**config.mk**
```make
export PLATFORM = sky130hd
export DESIGN_NAME = maxpool2x2_vec
export DESIGN_NICKNAME = d
export VERILOG_FILES = /design/src/rtl/cnn_pkg.sv /design/src/rtl/pool_rowbuf.sv /design/src/rtl/maxpool2x2_vec.sv
export SDC_FILE = /design/constraint.sdc
export NUM_CORES = 2
export LEC_CHECK = 0
export CAP_MARGIN = 20
export CORE_MARGIN = 3
export CORE_UTILIZATION = 47
export DETAILED_ROUTE_END_ITERATION = 6
export GPL_TIMING_DRIVEN = 0
export PLACE_DENSITY = 0.7
export SKIP_CTS_REPAIR_TIMING = 1
export SYNTH_ARGS = -nofsm -noshare
export SYNTH_HDL_FRONTEND = slang
export SYNTH_SLANG_ARGS = --single-unit
export TNS_END_PERCENT = 50
```
**constraint.sdc**
```tcl
create_clock -name clk -period 11.26 [get_ports clk]
set_clock_uncertainty 0.05 [all_clocks]
set_input_delay 2.252 -clock clk [delete_from_list [all_inputs] [get_ports clk]]
set_output_delay 2.252 -clock clk [all_outputs]
set_load 0.1 [all_outputs]
```
**src/rtl/cnn_pkg.sv**
```systemverilog
// cnn_pkg - shared types and helpers for the CNN datapath blocks.
//   DATA_W        default signed activation width
//   pool_state_t  row phase of the 2x2 pooling stage
//   smax()        signed maximum of two activations, result stays DATA_W wide
package cnn_pkg;

   localparam int DATA_W = 8;

   typedef enum logic [1:0] {ROW_EVEN, ROW_ODD, ROW_SKIP} pool_state_t;

   function automatic logic signed [DATA_W-1:0] smax(
      input logic signed [DATA_W-1:0] a,
      input logic signed [DATA_W-1:0] b
   );
      return (a > b) ? a : b;
   endfunction

endpackage

```
**src/rtl/pool_rowbuf.sv**
```systemverilog
// pool_rowbuf - line buffer holding one horizontally pooled vector per output
// column, written while the even row streams in and read back on the odd row.
// Contents are not reset; every entry is written before it is read in a frame.
//   clk    clock
//   we     write enable
//   waddr  write column (output-column index)
//   wdata  CH x DATA_W vector to store
//   raddr  read column, combinational read
//   rdata  CH x DATA_W vector at raddr
module pool_rowbuf #(
   parameter  int CH     = 16,
   parameter  int DATA_W = 8,
   parameter  int DEPTH  = 14,
   localparam int AW     = (DEPTH > 1) ? $clog2(DEPTH) : 1
) (
   input  logic                     clk,
   input  logic                     we,
   input  logic [AW-1:0]            waddr,
   input  logic signed [DATA_W-1:0] wdata [0:CH-1],
   input  logic [AW-1:0]            raddr,
   output logic signed [DATA_W-1:0] rdata [0:CH-1]
);

   logic signed [DATA_W-1:0] mem [0:DEPTH-1][0:CH-1];

   always_ff @(posedge clk) begin
      if (we) mem[waddr] <= wdata;
   end

   assign rdata = mem[raddr];

endmodule

```
**src/rtl/maxpool2x2_vec.sv**
```systemverilog
// maxpool2x2_vec - 2x2 stride-2 max pooling over a raster stream of CH-wide
// signed activation vectors. Valid-only, no backpressure, one vector per cycle.
// Optional build macro MAXPOOL_RELU_EN clamps each pooled channel at zero.
//   clk         clock
//   rst         asynchronous active-high reset
//   in_vector   CH x DATA_W input activation vector
//   in_valid    qualifies in_vector
//   out_vector  CH x DATA_W pooled vector, held between out_valid pulses
//   out_valid   one-cycle pulse per pooled vector
//   out_x/out_y output column/row of the current pooled vector
//   frame_done  pulses with the last out_valid of a frame
module maxpool2x2_vec #(
   parameter  int CH     = 16,
   parameter  int IN_H   = 28,
   parameter  int IN_W   = 28,
   parameter  int DATA_W = cnn_pkg::DATA_W,
   localparam int OUT_H  = IN_H / 2,
   localparam int OUT_W  = IN_W / 2,
   localparam int XW     = (OUT_W > 1) ? $clog2(OUT_W) : 1,
   localparam int YW     = (OUT_H > 1) ? $clog2(OUT_H) : 1
) (
   input  logic                     clk,
   input  logic                     rst,
   input  logic signed [DATA_W-1:0] in_vector [0:CH-1],
   input  logic                     in_valid,
   output logic signed [DATA_W-1:0] out_vector [0:CH-1],
   output logic                     out_valid,
   output logic [XW-1:0]            out_x,
   output logic [YW-1:0]            out_y,
   output logic                     frame_done
);

   import cnn_pkg::*;

   localparam int CXW = (IN_W > 1) ? $clog2(IN_W) : 1;
   localparam int CYW = (IN_H > 1) ? $clog2(IN_H) : 1;

   localparam logic [CXW-1:0] X_LAST = CXW'(IN_W - 1);
   localparam logic [CYW-1:0] Y_LAST = CYW'(IN_H - 1);
   localparam logic [CYW-1:0] Y_PEN  = CYW'(IN_H - 2);
   localparam logic [CXW-1:0] X_FD   = CXW'(2 * OUT_W - 1);
   localparam logic [CYW-1:0] Y_FD   = CYW'(2 * OUT_H - 1);
   localparam bit             W_ODD  = (IN_W % 2) == 1;
   localparam bit             H_ODD  = (IN_H % 2) == 1;

   function automatic logic signed [DATA_W-1:0] relu_clamp(
      input logic signed [DATA_W-1:0] v
   );
`ifdef MAXPOOL_RELU_EN
      return v[DATA_W-1] ? '0 : v;
`else
      return v;
`endif
   endfunction

   pool_state_t              state, state_nxt;
   logic [CXW-1:0]           x;
   logic [CYW-1:0]           y;
   logic                     x_last, x_pool;

   logic signed [DATA_W-1:0] hold_p0    [0:CH-1];
   logic signed [DATA_W-1:0] pair_max   [0:CH-1];
   logic signed [DATA_W-1:0] col_max    [0:CH-1];
   logic signed [DATA_W-1:0] rd_vec     [0:CH-1];
   logic                     rb_we;

   logic signed [DATA_W-1:0] out_vec_p1 [0:CH-1];
   logic                     vld_p1;
   logic [XW-1:0]            ox_p1;
   logic [YW-1:0]            oy_p1;
   logic                     fd_p1;

   assign x_last = (x == X_LAST);
   // The trailing column of an odd-width map never joins a 2x2 block.
   assign x_pool = !(W_ODD && x_last);

   always_comb begin
      for (int c = 0; c < CH; c++) begin
         pair_max[c] = smax(hold_p0[c], in_vector[c]);
         col_max[c]  = smax(rd_vec[c], in_vector[c]);
      end
   end

   assign rb_we = in_valid && (state == ROW_EVEN) && x[0];

   pool_rowbuf #(
      .CH     (CH),
      .DATA_W (DATA_W),
      .DEPTH  (OUT_W)
   ) u_rowbuf (
      .clk   (clk),
      .we    (rb_we),
      .waddr (XW'(x >> 1)),
      .wdata (pair_max),
      .raddr (XW'(x >> 1)),
      .rdata (rd_vec)
   );

   always_ff @(posedge clk or posedge rst) begin
      if (rst) state <= ROW_EVEN;
      else     state <= state_nxt;
   end

   always_comb begin
      state_nxt = state;
      if (in_valid && x_last) begin
         case (state)
            ROW_EVEN: state_nxt = ROW_ODD;
            ROW_ODD:  state_nxt = (H_ODD && (y == Y_PEN)) ? ROW_SKIP : ROW_EVEN;
            default:  state_nxt = ROW_EVEN;
         endcase
      end
   end

   // ---- stage p0: raster counters and horizontal/vertical hold register ----
   always_ff @(posedge clk or posedge rst) begin
      if (rst) begin
         x <= '0;
         y <= '0;
         for (int c = 0; c < CH; c++) hold_p0[c] <= '0;
      end else if (in_valid) begin
         if (x_last) begin
            x <= '0;
            y <= (y == Y_LAST) ? '0 : y + 1'b1;
         end else begin
            x <= x + 1'b1;
         end
         if (!x[0] && x_pool) begin
            if (state == ROW_EVEN)
               hold_p0 <= in_vector;
            else if (state == ROW_ODD)
               hold_p0 <= col_max;
         end
      end
   end

   // ---- stage p1: pooled output register (with optional ReLU) ----
   always_ff @(posedge clk or posedge rst) begin
      if (rst) begin
         for (int c = 0; c < CH; c++) out_vec_p1[c] <= '0;
         vld_p1 <= 1'b0;
         ox_p1  <= '0;
         oy_p1  <= '0;
         fd_p1  <= 1'b0;
      end else begin
         vld_p1 <= 1'b0;
         fd_p1  <= 1'b0;
         if (in_valid && (state == ROW_ODD) && x[0]) begin
            for (int c = 0; c < CH; c++) out_vec_p1[c] <= relu_clamp(pair_max[c]);
            vld_p1 <= 1'b1;
            ox_p1  <= XW'(x >> 1);
            oy_p1  <= YW'(y >> 1);
            fd_p1  <= (x == X_FD) && (y == Y_FD);
         end
      end
   end

   assign out_vector = out_vec_p1;
   assign out_valid  = vld_p1;
   assign out_x      = ox_p1;
   assign out_y      = oy_p1;
   assign frame_done = fd_p1;

endmodule

```
==> run summary <==
Via density -> 5.982
Post-Synthesis Cells -> 5142
Relative slew margins -> 14.64%
XOR/XNOR Fraction of Synth Area -> 0.02016%
Clock Tree Root -> clkbuf_16
max cap viols -> 0
clk_lat worst skew -> 0.83 ns
worst-path maximum fanout -> 10
Net Sw Frac -> 36.90%
worst-path cell chain -> buf_2 -> or3b_1 -> clkbuf_1 -> buf_1 -> o22ai_1 -> nor3_1 -> nand2_1 -> ha_1 -> a21oi_1 -> a211oi_1 -> nor4_1 -> nor3b_1 -> buf_2 -> nand3_1 -> o311ai_1
Place WS -> 5.459 ns
share of cells above drive strength 1 -> 18.51%
utilization after layout -> 55.55%
Async SR Flop Fraction -> 13.39%
total track usage -> 25.16%
DP HPWL -> 167.8 mm
CP Launch Type -> flip-flop
main combinational cell family by area after synthesis -> multiplexers
crit path max-delay cell type -> buf_1
port bufs -> 267
setup ws final -> 5.598 ns
H-tree depth -> 4
largest net degree at the start of global routing -> 100
slowest stage delay, CP -> 1.01 ns
routed len/inst -> 28.70 µm
clk sinks -> 2069
Layout area overhead -> 17.30%
Synth top area share -> 61.94%
drc violations -> 0
chip width -> 436.0 µm
syn nets -> 5531
Worst-path clk slew -> 0.06 ns
reg2reg path depth -> 15
DRT antenna net count -> 0
Worst Path Required -> 11.90 ns
initial core utilization -> 47.35%
Die ar. -> 190100 µm²
remaining global-route overflow -> 0
minimum clock period -> 5.662 ns
critical path class -> reg2reg
initial antenna violation count -> 16
Syn. warnings -> 0
PwrDens -> 275.4 nW/µm²
FF+latch count, synth -> 2069
Post-Place Cells -> 8048
Final setup violation count -> 0
number of enable flip-flop cells after synthesis -> 1792
die height -> 436.0 µm
Pint -> 17.71 mW
Final Slew Violations -> 0
net switching power -> 10.36 mW
hold_sp -> hold_p0[16]
register area share after synthesis -> 69.91%
Tcrit/Tclk final -> 50.28%
sink of the worst hold path -> hold_p0[16]
Placement Cell Area -> 95620 µm²
drt first-iter violations -> 5758
setup slack, reg-to-reg -> 5.60 ns
CTS tree -> done
P_leak -> 36.62 nW
complex-gate fraction of the synthesized area -> 4.718%
Row Count -> 157
CTS Buf Count -> 200
FMAX -> 176.6 MHz
post-synthesis mux area share -> 15.50%
Post-Syn Area -> 86880 µm²
Synth area leaders -> edfxtp_1, dfrtp_1, mux2i_1, mux4_2, ha_1
Routability Congestion -> 0.8549
status -> completed
commonest non-fill, non-tap cell in the layout -> edfxtp_1
Post-Route WL -> 241.7 mm
RSZ-0062 raised after global routing -> false
Final Hold Vio Count -> 0
reg-to-reg critical path endpoint -> hold_p0[119]
Netlist cell types -> 59
clock share of power -> 23.1%
Setup TNS -> 0 ns
most frequent cells in the layout -> edfxtp_1, mux2i_1, nand2_1
global-route wire length before repair -> 349.0 mm
simple-gate share of the synthesized area -> 3.816%
worst slew pin tran -> 1.280 ns
Final Instance Count excl. Fillers -> 8423
Top FF cell, synth -> edfxtp_1
core box area -> 183500 µm²
Design Area, Final -> 101900 µm²
Crit Reg-Reg Startpoint -> x[3]
most used cell, CP -> buf_2
drt pass-1 iters -> 6
vias in the first global route -> 50399
CP arrival -> 6.30 ns
nets -> 6177
power share of the sequential group -> 38.1%
hold crit path type -> reg2reg
synthesized area per cell -> 16.90 µm²
io pins -> 269
via count -> 50389
VDD IR max -> 206.1 µV
CTS Buffer Depth -> 3
Logic pwr share -> 38.9%
nature of the critical path endpoint -> flip-flop
WHS Path Cells -> 2
post-synth top area cell -> edfxtp_1
Post-Synth Adder-Cell Area -> 3.715%
final cells by class:
cell class | instances | area (µm²)
tap | 2464 | 3083
antenna | 7 | 17.52
sequential | 2069 | 60740
timing repair buffer | 444 | 5533
multi-input combinational | 2626 | 24250
fill | 14167 | 81560
inverter | 205 | 777.0
clock inverter | 104 | 939.7
buffer | 242 | 1256
clock buffer | 262 | 5318
registers in the layout, indices dropped and copies added, names as in the netlist:
name / count
out_valid: 1
hold_p0: 128
x: 5
u_rowbuf.mem: 1792
out_y: 4
out_vector: 128
y: 5
out_x: 4
state: 1
frame_done: 1
how the worst max path moves through the flow:
stage | end | start | cells after the start
after floorplan | u_rowbuf.mem[12][0] | in_valid | 4
after global placement | u_rowbuf.mem[12][102] | in_valid | 4
after detailed placement | out_vector[24] | in_vector[29] | 8
after CTS | hold_p0[79] | x[3] | 15
after global routing | hold_p0[79] | x[3] | 15
final | hold_p0[119] | x[3] | 15
synth_stat cells, types with 8 or more instances:
cell      number
o21ai_2       13
nor2b_1       15
o311ai_1      57
mux2_1        36
o21ai_1       54
nand3_1       91
inv_1        204
nor3b_1       12
buf_1         21
clkbuf_1      90
mux2i_1      538
a2111o_1      13
nor4_1         8
a21o_1        16
mux4_2       209
a21oi_1       88
nand4_1       46
a221o_1       18
o211ai_1      14
o21ai_0       31
and3_1        18
nor3_1        63
nand2_1      280
a211oi_1      19
a221oi_1      28
and4_1         9
edfxtp_1    1792
buf_6         18
mux2_2       261
nor2_1       140
nand3b_1      10
o22ai_1      218
buf_4         21
ha_1         258
dfrtp_1      277
buf_2         91
power by group through the flow:
stage                     combinational [mW]  sequential [mW]  clock [mW]
after global placement                  10.4             11.0           0
after global routing                    11.6             10.8        6.86
final                                   10.9             10.7        6.48
after floorplan                         6.18             11.7           0
after detailed placement                10.8             10.8           0
after CTS                               10.9             10.7        6.56
critical path, delay by kind of cell (launching register included):
| family | cells | cell delay [ns] |
|---|---|---|
| compound gates | 4 | 0.70 |
| simple gates | 6 | 1.64 |
| flops | 1 | 0.39 |
| fa+ha+maj | 1 | 0.35 |
| buf+inv | 4 | 2.38 |
metal layers:
layer | share of wire, % | vias up | GRT usage, %
met4 | 3.8 | 2 | 9.383
met1 | 39 | 25805 | 33.38
met2 | 49 | 2503 | 41.49
li1 | - | 21661 | -
met3 | 8.8 | 418 | 4.691
met5 | 0.0054 | - | 0
cell families after synthesis:
kind of cell / count (synthesis)
fa+ha+maj: 258
mux: 1045
xor+xnor: 2
flops: 2069
simple gates: 716
compound gates: 605
buf+inv: 447
through the flow:
stage                     power (mW)  hold slack (ns)
after floorplan                17.89           0.4056
after global placement         21.37           0.4203
after detailed placement       21.67           0.4291
after CTS                      28.11           0.4436
after global routing           29.25           0.4620
final                          28.07           0.4462
(Power assumes the default switching activity.)
